## src/rtl/obstacle_spawner.sv

```systemverilog
// obstacle_spawner: scrolls, retires and LFSR-spawns 10 obstacles once per vsync frame; OBSTACLE_LANE_GUARD_EN cancels spawns into a lane still occupied near the spawn edge
module obstacle_spawner #(
  parameter int SCREEN_WIDTH = 1024,
  parameter int SPAWN_MIN = 30,
  parameter logic [15:0] LFSR_SEED = 16'hACE1
) (
  input logic system_clock_in,
  input logic reset_in,
  input logic vsync,
  input logic running,
  input logic clear,
  input logic [3:0] speed,
  output logic [9:0][13:0] obstacles,
  output logic [3:0] active_count,
  output logic spawn_pulse
);
`ifdef OBSTACLE_LANE_GUARD_EN
  localparam int OBSTACLE_WIDTH = 32;
`endif
  logic [15:0] lfsr;
  logic vsync_q, tick, step, found, blocked, spawn;
  logic [6:0] cd;
  logic [9:0][13:0] nxt;
  logic [3:0] slot, cnt;
  logic [1:0] lane;
  assign tick = vsync_q & ~vsync;
  assign step = tick & running;
  assign lane = lfsr[1:0] == 2'd3 ? 2'd1 : lfsr[1:0];
  // slot choice and guard look only at pre-tick state, so same-tick retirements are not reused
  always_comb begin
    slot = '0;
    found = 1'b0;
    blocked = 1'b0;
    cnt = '0;
    for (int i = 9; i >= 0; i--)
      if (!obstacles[i][13]) begin
        slot = 4'(i);
        found = 1'b1;
      end
`ifdef OBSTACLE_LANE_GUARD_EN
    for (int i = 0; i < 10; i++)
      if (obstacles[i][13] && obstacles[i][12:11] == lane && obstacles[i][10:0] > 11'(SCREEN_WIDTH - 2 * OBSTACLE_WIDTH))
        blocked = 1'b1;
`endif
    for (int i = 0; i < 10; i++) begin
      nxt[i] = obstacles[i];
      if (obstacles[i][13]) begin
        if (obstacles[i][10:0] < 11'(speed)) nxt[i][13] = 1'b0;
        else nxt[i][10:0] = obstacles[i][10:0] - 11'(speed);
      end
    end
    spawn = cd == '0 && found && !blocked;
    if (spawn) nxt[slot] = {1'b1, lane, 11'(SCREEN_WIDTH)};
    for (int i = 0; i < 10; i++) cnt = cnt + 4'(nxt[i][13]);
  end
  always_ff @(posedge system_clock_in) begin
    if (reset_in) begin
      lfsr <= LFSR_SEED;
      vsync_q <= 1'b1;
      cd <= 7'(SPAWN_MIN);
      obstacles <= '0;
      active_count <= '0;
      spawn_pulse <= 1'b0;
    end else begin
      lfsr <= {lfsr[14:0], lfsr[15] ^ lfsr[13] ^ lfsr[12] ^ lfsr[10]};
      vsync_q <= vsync;
      spawn_pulse <= 1'b0;
      if (clear) begin
        obstacles <= '0;
        active_count <= '0;
        cd <= 7'(SPAWN_MIN);
      end else if (step) begin
        obstacles <= nxt;
        active_count <= cnt;
        spawn_pulse <= spawn;
        cd <= cd == '0 ? 7'(SPAWN_MIN) + 7'(lfsr[5:0]) : cd - 7'd1;
      end
    end
  end
endmodule
```

## config.mk

```make
export PLATFORM = sky130hd
export DESIGN_NAME = obstacle_spawner
export DESIGN_NICKNAME = d
export VERILOG_FILES = /design/src/rtl/obstacle_spawner.sv
export SDC_FILE = /design/constraint.sdc
export NUM_CORES = 1
export LEC_CHECK = 0
export ABC_AREA = 1
export BUFFER_PORTS_ARGS = -buffer_cell sky130_fd_sc_hd__buf_4
export CORE_AREA = 2 2 116 230
export DETAILED_ROUTE_END_ITERATION = 7
export DIE_AREA = 0 0 118 232
export PLACE_DENSITY = 0.56
export SLEW_MARGIN = 20
export SYNTH_ARGS = -nofsm -noshare
export SYNTH_HDL_FRONTEND = slang
export SYNTH_SLANG_ARGS = --single-unit
```

## constraint.sdc

```tcl
create_clock -name system_clock_in -period 13.1 [get_ports system_clock_in]
set_input_delay 0.655 -clock system_clock_in [delete_from_list [all_inputs] [get_ports system_clock_in]]
set_output_delay 0.655 -clock system_clock_in [all_outputs]
set_load 0.02 [all_outputs]
```

==> results of run 1 <==
[per-stage QoR]
stage                     total power [W]  setup WS, ns
final                             0.00113          8.05
after global routing              0.00117          7.73
after CTS                         0.00114          8.07
after detailed placement         0.000637          7.60
after global placement           0.000637          7.66
after floorplan                  0.000604          8.15
[critical path, delay by kind of cell]
family,cells,cell delay (ns)
fa+ha+maj,6,2.50
xor+xnor,1,0.16
compound gates,2,0.26
buf+inv,5,0.82
simple gates,7,0.96
[metal layers]
layer  global-route usage [%]  wire, um  vias up  part of all wire (%)
li1                         -         -     5115                     -
met1                     23.9     12000     4722                    38
met2                     44.0     16800      219                    54
met3                     4.37      1120       70                   3.6
met4                     11.9      1390        0                   4.4
met5                        0         0        -                     0
[how the worst max path moves through the flow]
| stage | start | to | depth (start not counted) |
|---|---|---|---|
| floorplan | speed[1] | active_count[2] | 20 |
| global placement | speed[2] | active_count[2] | 21 |
| detailed placement | speed[2] | active_count[2] | 21 |
| CTS | speed[2] | active_count[2] | 21 |
| finish | speed[2] | active_count[2] | 21 |
| global route | speed[2] | active_count[2] | 21 |
[power by group]
part / leakage, nW / total (W) / switching (W) / internal, W
Combinational: 3.89 / 0.0000970 / 0.0000663 / 0.0000306
Clock: 0.274 / 0.000503 / 0.000214 / 0.000289
Sequential: 1.37 / 0.000528 / 0.00000815 / 0.000520
[kinds of logic after synthesis]
kind of cell,count (synthesis),synth area share (%)
buffers and inverters,231,8.70
flip-flops,169,33.6
adder cells (fa/ha/maj),60,8.64
AO/OA/AOI/OAI,206,11.0
AND/OR/NAND/NOR,771,33.0
XOR/XNOR,58,5.04
[cell usage in the layout, fill, tap and decap left out, types with 4 or more instances in the layout]
cell	instances
nand4_1	30
dfxtp_1	169
ha_1	44
o21bai_1	8
o21ai_0	59
nor3_1	31
clkbuf_16	17
nand3b_1	10
inv_1	181
nor4_1	7
clkinv_2	4
nor2_1	182
or2_2	15
a21oi_1	117
xnor2_1	22
o31ai_1	4
nand3_1	147
o211ai_1	9
fa_1	16
nand2_1	340
clkbuf_1	5
buf_4	159
xor2_1	36
[area by class of cell]
| type | instances | area [um^2] | area share, % |
|---|---|---|---|
| clock buffer | 24 | 472 | 3.90 |
| sequential | 169 | 3380 | 28.0 |
| timing repair buffer | 159 | 1190 | 9.86 |
| tap | 340 | 425 | 3.52 |
| inverter | 185 | 694 | 5.74 |
| multi-input combinational | 1095 | 5840 | 48.2 |
| clock inverter | 8 | 95.1 | 0.786 |
==> flow_metrics.py, run 1 <==
metrics = {
    "detailed_routing": {
        "wl_mm": 31.3,
        "drtIter0Drc": 544,
        "drcViolationCount": 0,
        "first_pass_iters": 5,
        "viasPerCell": 5.11,
        "wire_per_inst_um": 15.8,
        "vias": 10100,
        "drtAntennaViolNets": 0,
    },
    "hold_path": {
        "hold_end": "lfsr[9]",
        "hp-start": "lfsr[8]",
        "hold_depth": 2,
        "min_path_type": "register to register",
    },
    "worst_setup_path": {
        "r2r_end": "active_count[2]",
        "arrival_ns": 5.37,
        "crit_path_max_fanout": 10,
        "cp_slowest_cell": "fa_1",
        "end_kind": "register",
        "crit_top_cell": "nand2_1",
        "required_ns": 13.42,
        "path_cells": "buf_4 > inv_1 > ha_1 > a21oi_1 > nand2_1 > nand2_1 > nand2_1 > nor2_1 > nand2_1 > nand2_1 > nand2_1 > fa_1 > fa_1 > inv_1 > fa_1 > inv_1 > ha_1 > inv_1 > fa_1 > xnor2_1 > a21oi_1",
        "cp-start-kind": "input pin",
        "r2r_start": "obstacles[13]",
        "reg2reg_slack_ns": 8.20,
        "worstSetupPathType": "input pin to register",
        "critPathMaxStageDelay_ns": 0.56,
        "reg2regPathDepth": 16,
    },
    "synth": {
        "synth_edf_count": 0,
        "ys_warn_count": 0,
        "synth_top_cell_area_share_pct": 33.6,
        "synth-seq-cells": 169,
        "syn_area_um2": 10100,
        "synth_ff_type": "dfxtp_1",
        "syn_nets": 1564,
        "synth.top_cells.by_count": "340 x nand2_1, 183 x nor2_1, 182 x inv_1",
        "syn_inst": 1495,
        "syn_area_per_cell_um2": 6.74,
        "yosysMostFrequentCell": "nand2_1",
        "synthDistinctLibCells": 36,
        "ys_seq_area_share_pct": 33.6,
        "synth.area.top_cells": "dfxtp_1 34%, nand2_1 13%, nand3_1 7.4%, nor2_1 6.8%, inv_1 6.8%",
        "synth_top_area_cell": "dfxtp_1",
        "async_flop_share_pct": 0,
    },
    "cts": {
        "worstSkewPairLatency_ns": 0.45,
        "tritoncts": "built",
        "post_cts_resized": 0,
        "cts_root_buffer": "clkbuf_16",
        "path_clk_slew_ns": 0.07,
        "htreeDepth": 4,
        "postCtsSetupBuffers": 0,
        "hold_buffers": 0,
        "numCtsBuffers": 17,
        "clockBufferDepth": 2,
        "cts_sinks": 169,
    },
    "placed_design": {
        "dp_cells": 1948,
        "dpl.hpwl_mm": 22.9,
        "post_dp_cell_area_um2": 11500,
        "portBuffers": 153,
        "gp_congestion": 0.884,
    },
    "timing": {
        "setup_viol": 0,
        "slew_viol_final": 0,
        "skew_ns": 0.0109,
        "min_period_over_period_pct": 38.5,
        "fin_crit_ns": 5.05,
        "max_freq_mhz": 198,
        "rsz0062_at_grt": "false",
        "worst_pin_slew_ns": 0.958,
        "max_slew_margin_pct": 35.9,
        "final_hold_viol_count": 0,
        "whs_ns": 0.407,
        "fin_setup_tns_ns": 0,
    },
    "die": {
        "die_w_um": 118,
        "die_area_um2": 27400,
        "coreArea_um2": 25700,
        "rows": 83,
        "die_h_um": 232,
        "initial_core_util_pct": 39.3,
        "pin_count": 154,
    },
    "global_route": {
        "gr-total-overflow": 0,
        "first_global_vias": 9924,
        "grt_use_total_pct": 23.2,
        "antenna_found_initial": 0,
        "grt_pass1_wl_mm": 50.3,
        "grt_max_degree": 75,
    },
    "finish": {
        "finalNonFillerCells": 1980,
        "design_area_um2": 12100,
        "utilization_pct": 47.2,
        "nets": 1696,
        "antennaDiodeCount": 0,
        "fillCellCount": 2718,
        "area_growth_pct": 20.1,
        "drive_gt1_share_pct": 13.0,
    },
    "power": {
        "leakage_nw": 5.54,
        "vdd_drop_max_v": 0.0000957,
        "p_per_area_nw_per_um2": 93.3,
    },
    "run_status": {
        "status": "completed",
    },
    "flow_run": {
        "maxCapViolCount": 0,
    },
}
Power figures use the tool's default switching activity.
==> inputs of run 2 (changes only) <==
Settings changed: PLACE_DENSITY 0.56 to 0.58.
Clock period 13.1 ns to 4.1 ns, I/O delays scaled along.
==> run 2 against run 1 <==
Effect of this change:
- die area stayed put
- setup slack lost 7.9 ns
- clock-buffer cell count decreased by 4
- final cell count grew 3.2%
- core utilization rose by 3.1 points
- clock skew grew 0.0030 ns
- power grew to 3.3 times the previous value
- critical path type is now register to register
- largest cell class unchanged
- highest routed layer unchanged
==> flow_metrics.py, run 2 (synthesis results as in run 1) <==
metrics = {
    "cts": {
        "tritoncts": "built",
        "numCtsBuffers": 17,
        "clockBufferDepth": 2,
        "htreeDepth": 4,
        "cts_sinks": 169,
        "worstSkewPairLatency_ns": 0.46,
        "path_clk_slew_ns": 0.07,
        "cts_root_buffer": "clkbuf_16",
    },
    "flow_run": {
        "maxCapViolCount": 0,
    },
    "finish": {
        "multiInputGateArea_um2": 6070,
        "fillCellCount": 2625,
        "area_growth_pct": 28.0,
        "mostFrequentLayoutCell": "nand2_1",
        "finalNonFillerCells": 2044,
        "nets": 1760,
        "drive_gt1_share_pct": 19.1,
        "final_cell_mix": "327 x nand2_1, 218 x buf_4, 177 x nor2_1",
        "design_area_um2": 12900,
        "regArea_um2": 3390,
        "antennaDiodeCount": 0,
    },
    "die": {
        "die_area_um2": 27400,
        "die_h_um": 232,
        "die_w_um": 118,
        "pin_count": 154,
        "coreArea_um2": 25700,
        "rows": 83,
        "initial_core_util_pct": 39.3,
    },
    "detailed_routing": {
        "wl_mm": 32.4,
        "drcViolationCount": 0,
        "wire_per_inst_um": 15.9,
        "vias": 10500,
        "viasPerCell": 5.11,
        "drtIter0Drc": 471,
        "drtAntennaViolNets": 0,
        "first_pass_iters": 5,
    },
    "timing": {
        "max_slew_margin_pct": 27.9,
        "final_hold_viol_count": 0,
        "skew_ns": 0.0139,
        "setup_viol": 0,
        "setup_slack_ns": 0.173,
        "fin_crit_ns": 3.93,
        "worst_pin_slew_ns": 1.08,
        "fin_setup_tns_ns": 0,
        "slew_viol_final": 0,
        "min_period_over_period_pct": 95.8,
        "whs_ns": 0.0446,
        "max_freq_mhz": 255,
    },
    "worst_setup_path": {
        "arrival_ns": 4.27,
        "required_ns": 4.44,
        "cp_slowest_cell": "fa_1",
        "end_kind": "register",
        "cp_num_buf_inv": 6,
        "worstSetupPathType": "register to register",
        "cp-start-kind": "register",
        "path_cells": "inv_2 > ha_4 > nand3_2 > nor2_4 > nand2_2 > buf_6 > nor3_4 > buf_4 > nand3_1 > nand2_1 > fa_1 > fa_1 > inv_1 > fa_1 > inv_2 > ha_4 > inv_2 > fa_2 > xnor2_2 > a21oi_2",
        "path_delay_family": "adder cells",
        "critPathMaxStageDelay_ns": 0.49,
        "crit_path_start": "cd[0]",
        "crit_path_max_fanout": 7,
        "r2r_start": "cd[0]",
        "reg2reg_slack_ns": 0.17,
    },
    "power": {
        "p_per_area_nw_per_um2": 289,
        "vdd_drop_max_v": 0.000284,
        "leakage_nw": 5.92,
    },
    "global_route": {
        "first_global_vias": 10100,
        "grt_use_total_pct": 23.8,
        "use_met3_pct": 4.08,
        "gr-total-overflow": 0,
        "use_met1_pct": 24.0,
        "grt_max_degree": 75,
        "antenna_found_initial": 0,
        "grt-busiest-layer": "met2",
        "grt.met2_usage_pct": 45.7,
        "grt_pass1_wl_mm": 51.3,
    },
    "hold_path": {
        "hp-start": "reset_in",
        "min_path_type": "input pin to register",
    },
    "placed_design": {
        "dpl.hpwl_mm": 23.5,
        "portBuffers": 153,
        "preCtsSetupSlack_ns": -0.0919,
        "post_dp_cell_area_um2": 12200,
        "dp_cells": 2007,
        "gp_congestion": 0.893,
    },
    "run_status": {
        "status": "completed",
    },
}
run 2: what timing repair did:
item                                    CTS  global route
gates resized for setup                   0            20
setup buffers                             0             4
hold buffers                              1             0
endpoints found under the setup margin    0             3
hold endpoints to repair                  1             0
run 2: cell type report:
cell class              instances  share of cell area, %
clock buffers                  20                   3.62
clock inverters                12                   1.09
inverters                     185                   5.41
multi-input cells            1095                   47.0
flip-flops and latches        169                   26.3
well taps                     340                   3.30
repair buffers                223                   13.3
run 2: metrics by stage:
stage / util, % / power, W
finish: 50.3 / 0.00373
global route: 50.3 / 0.00385
CTS: 49.8 / 0.00375
detailed placement: 47.4 / 0.00207
global placement: 47.4 / 0.00207
floorplan: - / 0.00194
run 2: per-layer routing:
layer	vias to the layer above	part of all wire, %
met5	-	0
met4	0	4.7
met3	75	3.9
met2	249	54
met1	4885	37
li1	5241	-
run 2: final timing paths:
path / endpoint / depth (start not counted)
min: lfsr[14] / 2
min reg2reg: lfsr[12] / 2
max reg2reg: active_count[2] / 20
max: active_count[2] / 20
run 2: power by group:
group          total, W  leakage, nW  switching (W)  internal (W)
combinational  0.000356         4.26       0.000231      0.000125
clock           0.00169        0.294       0.000736      0.000952
sequential      0.00168         1.37      0.0000208       0.00166
total           0.00373         5.92       0.000988       0.00274
